## src/rtl/mem_seq_pkg.sv

```systemverilog
// Shared types for the load/store sequencer: FSM state encoding, funct3 size codes,
// and the alignment/legality rule used when an access is accepted.
package mem_seq_pkg;

  typedef enum logic [2:0] {
    IDLE  = 3'd0,
    RD    = 3'd1,
    WR    = 3'd2,
    DONE  = 3'd3,
    FAULT = 3'd4
  } state_t;

  localparam logic [2:0] SIZE_B  = 3'b000;
  localparam logic [2:0] SIZE_H  = 3'b001;
  localparam logic [2:0] SIZE_W  = 3'b010;
  localparam logic [2:0] SIZE_BU = 3'b100;
  localparam logic [2:0] SIZE_HU = 3'b101;

  // Halves must sit on an even byte, words on a multiple of four.
  function automatic logic is_legal(input logic [2:0] size, input logic [1:0] lane);
    case (size)
      SIZE_B, SIZE_BU: is_legal = 1'b1;
      SIZE_H, SIZE_HU: is_legal = ~lane[0];
      SIZE_W:          is_legal = (lane == 2'b00);
      default:         is_legal = 1'b0;
    endcase
  endfunction

endpackage

```

## src/rtl/mem_lane_align.sv

```systemverilog
// Combinational lane steering: extracts and extends a loaded byte/half from a memory
// word, and merges store data into an old word for sub-word stores.
module mem_lane_align
  import mem_seq_pkg::*;
(
  input  logic [31:0] word,
  input  logic [31:0] wdata,
  input  logic [2:0]  size,
  input  logic [1:0]  lane,
  output logic [31:0] load_data,
  output logic [31:0] store_data
);

  logic [7:0]  byte_sel;
  logic [15:0] half_sel;

  always_comb begin
    case (lane)
      2'd0:    byte_sel = word[7:0];
      2'd1:    byte_sel = word[15:8];
      2'd2:    byte_sel = word[23:16];
      default: byte_sel = word[31:24];
    endcase
    half_sel = lane[1] ? word[31:16] : word[15:0];
  end

  always_comb begin
    case (size)
      SIZE_B:  load_data = {{24{byte_sel[7]}}, byte_sel};
      SIZE_BU: load_data = {24'h0, byte_sel};
      SIZE_H:  load_data = {{16{half_sel[15]}}, half_sel};
      SIZE_HU: load_data = {16'h0, half_sel};
      default: load_data = word;
    endcase
  end

  always_comb begin
    store_data = word;
    case (size)
      SIZE_B, SIZE_BU: begin
        case (lane)
          2'd0:    store_data[7:0]   = wdata[7:0];
          2'd1:    store_data[15:8]  = wdata[7:0];
          2'd2:    store_data[23:16] = wdata[7:0];
          default: store_data[31:24] = wdata[7:0];
        endcase
      end
      SIZE_H, SIZE_HU: begin
        if (lane[1]) store_data[31:16] = wdata[15:0];
        else         store_data[15:0]  = wdata[15:0];
      end
      default: store_data = wdata;
    endcase
  end

endmodule

```

## src/rtl/mem_access_sequencer.sv

```systemverilog
// Multi-cycle load/store controller between the core and a word-wide data memory.
// Optional handshake watchdog is enabled by defining MEM_TIMEOUT_EN.
module mem_access_sequencer
  import mem_seq_pkg::*;
#(
  parameter int TIMEOUT_CYCLES = 255
) (
  input  logic        clk,
  input  logic        rst_n,
  input  logic        req_valid,
  input  logic        req_write,
  input  logic [2:0]  req_size,
  input  logic [31:0] req_addr,
  input  logic [31:0] req_wdata,
  output logic        stall,
  output logic        done,
  output logic [31:0] rdata,
  output logic        fault,
  output logic        timeout,
  output logic        mem_valid,
  output logic        mem_write,
  output logic [31:0] mem_addr,
  output logic [31:0] mem_wdata,
  input  logic        mem_ready,
  input  logic [31:0] mem_rdata,
  output logic [2:0]  state_dbg
);

  // Handshake: mem_valid is a pure function of state (RD/WR), so it and the
  // req-derived mem_addr/mem_wdata/mem_write hold steady until mem_valid &&
  // mem_ready is seen at a rising edge, and drop at once on async reset.

  state_t      state, state_nxt;
  logic [31:0] rdata_q, merge_q;
  logic [31:0] load_ext, merge_word;
  logic        legal, is_word, xfer, expired, timeout_flag;

  assign legal   = is_legal(req_size, req_addr[1:0]);
  assign is_word = (req_size == SIZE_W);
  assign xfer    = mem_valid && mem_ready;

  mem_lane_align u_align (
    .word       (mem_rdata),
    .wdata      (req_wdata),
    .size       (req_size),
    .lane       (req_addr[1:0]),
    .load_data  (load_ext),
    .store_data (merge_word)
  );

`ifdef MEM_TIMEOUT_EN
  localparam int CNT_W = (TIMEOUT_CYCLES < 2) ? 1 : $clog2(TIMEOUT_CYCLES + 1);
  logic [CNT_W-1:0] wait_cnt;
  logic             timeout_q;
  logic             in_xfer_state;

  assign in_xfer_state = (state == RD) || (state == WR);
  // Fires on the last permitted wait cycle so FAULT follows after TIMEOUT_CYCLES waits.
  assign expired = in_xfer_state && !mem_ready &&
                   (wait_cnt == CNT_W'(TIMEOUT_CYCLES - 1));

  always_ff @(posedge clk or negedge rst_n) begin
    if (!rst_n) begin
      wait_cnt  <= '0;
      timeout_q <= 1'b0;
    end else begin
      timeout_q <= expired;
      if ((state_nxt != state) && ((state_nxt == RD) || (state_nxt == WR)))
        wait_cnt <= '0;
      else if (in_xfer_state && !mem_ready)
        wait_cnt <= wait_cnt + 1'b1;
    end
  end

  assign timeout_flag = timeout_q;
`else
  assign expired      = 1'b0;
  assign timeout_flag = 1'b0;
`endif

  always_ff @(posedge clk or negedge rst_n) begin
    if (!rst_n) state <= IDLE;
    else        state <= state_nxt;
  end

  always_comb begin
    state_nxt = state;
    case (state)
      IDLE: begin
        if (req_valid) begin
          if (!legal)                      state_nxt = FAULT;
          else if (!req_write || !is_word) state_nxt = RD;
          else                             state_nxt = WR;
        end
      end
      RD: begin
        if (expired)   state_nxt = FAULT;
        else if (xfer) state_nxt = req_write ? WR : DONE;
      end
      WR: begin
        if (expired)   state_nxt = FAULT;
        else if (xfer) state_nxt = DONE;
      end
      DONE, FAULT: state_nxt = IDLE;
      default:     state_nxt = IDLE;
    endcase
  end

  always_ff @(posedge clk or negedge rst_n) begin
    if (!rst_n) begin
      rdata_q <= '0;
      merge_q <= '0;
    end else if ((state == RD) && xfer) begin
      if (req_write) merge_q <= merge_word;
      else           rdata_q <= load_ext;
    end
  end

  always_comb begin
    mem_valid = (state == RD) || (state == WR);
    mem_write = (state == WR);
    mem_addr  = {req_addr[31:2], 2'b00};
    mem_wdata = is_word ? req_wdata : merge_q;
    done      = (state == DONE) || (state == FAULT);
    fault     = (state == FAULT);
    timeout   = (state == FAULT) && timeout_flag;
    stall     = req_valid && (state != DONE) && (state != FAULT);
    rdata     = rdata_q;
    state_dbg = state;
  end

endmodule
```

## config.mk

```make
export PLATFORM = sky130hd
export DESIGN_NAME = mem_access_sequencer
export DESIGN_NICKNAME = d
export VERILOG_FILES = /design/src/rtl/mem_seq_pkg.sv /design/src/rtl/mem_lane_align.sv /design/src/rtl/mem_access_sequencer.sv
export SDC_FILE = /design/constraint.sdc
export NUM_CORES = 1
export LEC_CHECK = 0
export CAP_MARGIN = 0
export CORE_MARGIN = 2
export CORE_UTILIZATION = 43
export CTS_CLUSTER_SIZE = 28
export DETAILED_ROUTE_END_ITERATION = 12
export GPL_ROUTABILITY_DRIVEN = 0
export PLACE_DENSITY = 0.81
export SLEW_MARGIN = 20
export SYNTH_ARGS = -nofsm -noshare
export SYNTH_HDL_FRONTEND = slang
export SYNTH_SLANG_ARGS = --single-unit
```

## constraint.sdc

```tcl
create_clock -name clk -period 2.03 [get_ports clk]
set_clock_uncertainty 0.15 [all_clocks]
set_input_delay 0.3045 -clock clk [delete_from_list [all_inputs] [get_ports clk]]
set_output_delay 0.3045 -clock clk [all_outputs]
set_load 0.01 [all_outputs]
```

==> out/qor.yml <==
cells_and_area:
  fin_nets: 793
  final_common_cell: "clkdlybuf4s50_1"
  final_cell_mix: "clkdlybuf4s50_1, mux2_2, dfrtp_1"
  area_delta_synth_final_pct: 45.3
  drive_above_1_share: 0.340
  layout.cell_area.non_filler_mm2: 0.00702
  multiInputGateArea_mm2: 0.00266
  fillerInstances: 847
  final_util: 0.645
  regArea_mm2: 0.00168
routing:
  drt_first_pass_iters: 10
  top_layer_used: "met4"
  drt_iter0_markers: 593
  met2WireLength_um: 8280
  met1_length_um: 7130
  routedWlPerCell_um: 21.8
  via_per_inst: 6.09
  drcViolationCount: 0
  drt_wl_total_um: 18200
  ant_nets: 0
  met3_length_um: 1780
  route.vias.total: 5086
setup_path:
  start_kind: "input port"
  cp_top_family: "buffers and inverters"
  crit_start: "req_size[2]"
  crit_arrival_ns: 1.52
  cp_num_buf_inv: 5
  r2r_start: "state_dbg[1]"
  crit_required_ns: 1.58
  crit_chain: "buf_2 > nor3b_4 > buf_6 > buf_6 > buf_16 > mux2_2 > buf_2"
  path_class: "in -> out"
  crit_slowest_cell: "mux2_2"
  slowest_delay_ns: 0.33
  r2r_slack_ns: 0.10
  crit_fanout: 8
  crit_path_end_kind: "output port"
timing:
  grt_setup_unrepaired: "yes"
  hold_viol_final: 0
  tightestPinTransition_ns: 0.631
  fmax_ghz: 0.507
  setup_viol: 0
  slew_viol_final: 0
  finalCritPeriodShare: 0.972
  relSlewSlack: 0.580
  fin_tns_setup_ns: 0
  fin_ws_ns: 0.0570
  period_needed_ns: 1.97
yosys:
  synth_area_mm2: 0.00483
  async_reset_ff_frac: 1.00
  synth_cell_types: 50
  ys.flop_type: "dfrtp_1"
  ys_warn_count: 0
  synth_area_leaders: "dfrtp_1, mux2_2, buf_4"
  synth_cells: 522
  yosysTopAreaCellShare: 0.347
  ys_seq_elements: 67
  synth_area_leader_cell: "dfrtp_1"
  synth_edf_count: 0
  yosysSeqAreaShare: 0.347
  synth.avg_cell_area_um2: 9.26
pwr:
  vdd_ir_drop_max_uv: 667
  report.power.total_mw: 7.71
  power-per-cell-area_mw_per_mm2: 1100
  p_leak_nw: 3.00
clock_tree:
  clk_latency_ns: 0.35
  cts_sinks: 67
  cts_root_buffer: "clkbuf_8"
  cts.clk_slew.worst_paths_ns: 0.08
  cts_inserted_buffers: 9
  cts_tree: "built"
  clk_path_buf_depth: 2
  h-tree-depth: 3
global_routing:
  grt_max_degree: 61
  antenna_found_initial: 1
  grt_pass1_vias: 4956
  overflow: 0
  grtUsageTotal: 0.305
  grt_pass1_wl_um: 27600
die:
  core_area_mm2: 0.0109
  num_rows: 38
  ios: 209
  start_util: 0.444
  die_x_um: 110
  die-area_mm2: 0.0121
  die_y_um: 110
place:
  placedInstanceArea_mm2: 0.00663
  place_ws_ns: -0.577
  io_buffers: 145
  dpl.hpwl_um: 12300
status:
  status: "complete, no violations"
worst_hold_path:
  min_path_type: "in -> async"
run:
  drv_cap: 0
-- kinds of logic after synthesis --
logic type	synth area share
simple gates	0.122
buf+inv	0.110
other cells	0.000776
compound gates	0.230
flops	0.347
mux	0.191
-- worst register-to-register path: stages, from the launching register on --
cell      delay [ns]
dfrtp_2         0.44
buf_4           0.15
nand2b_1        0.15
buf_4           0.16
nor3_4          0.20
buf_12          0.15
buf_4           0.23
nor2_1          0.06
a21oi_1         0.15
-- layer usage --
metal,track usage,vias to the layer above
met5,0,-
met4,0.184,0
met3,0.0459,82
met2,0.477,365
met1,0.399,2418
li1,-,2221
-- metrics by stage --
step	std cells	hold WS, ns
final	835	0.218
after global routing	835	0.248
after CTS	834	0.211
after detailed placement	802	0.0644
after global placement	802	0.0511
after floorplan	524	-0.141
-- cells in the mapped netlist (16+ instances only) --
master	n
a21oi_1	42
a222oi_1	16
a31oi_1	16
buf_2	18
buf_4	33
clkbuf_1	18
dfrtp_1	67
mux2_2	76
nand2_1	32
nor2_1	59
o211ai_1	16
o21ai_0	16
-- report_power, final --
| part | internal, mW | switching, mW | leakage, nW |
|---|---|---|---|
| clock | 0.976 | 0.563 | 0.133 |
| combinational | 2.03 | 1.65 | 2.10 |
| sequential | 2.00 | 0.488 | 0.768 |
| total | 5.01 | 2.70 | 3.00 |
-- sequential cells by signal (all words and copies together) (netlist names) --
name,count
merge_q,32
state_dbg,3
rdata,32
-- repair_timing --
action                                  in CTS  in global routing
endpoints found under the setup margin      37                 20
hold buffers                                 1                  0
cloned                                       4                  0
gates resized for setup                    147                 19
pin swaps                                    1                  2
endpoints found under the hold margin        9                  0
setup buffers                               11                  0
-- cell type report --
class                      count  area share
timing repair buffer         231       0.311
clock buffer                  10      0.0196
sequential                    67       0.239
tap                          140      0.0249
clock inverter                 6      0.0194
multi-input combinational    367       0.378
inverter                      13     0.00695
antenna                        1    0.000356
-- path summary, 6_finish.rpt --
kind,endpoint,cells after the start
min reg2reg,rdata[9],1
max in group asynchronous,rdata[28],3
min,rdata[17],2
max,mem_wdata[14],7
min in group clk,rdata[9],1
max reg2reg,merge_q[22],8
Power figures use the tool's default switching activity.
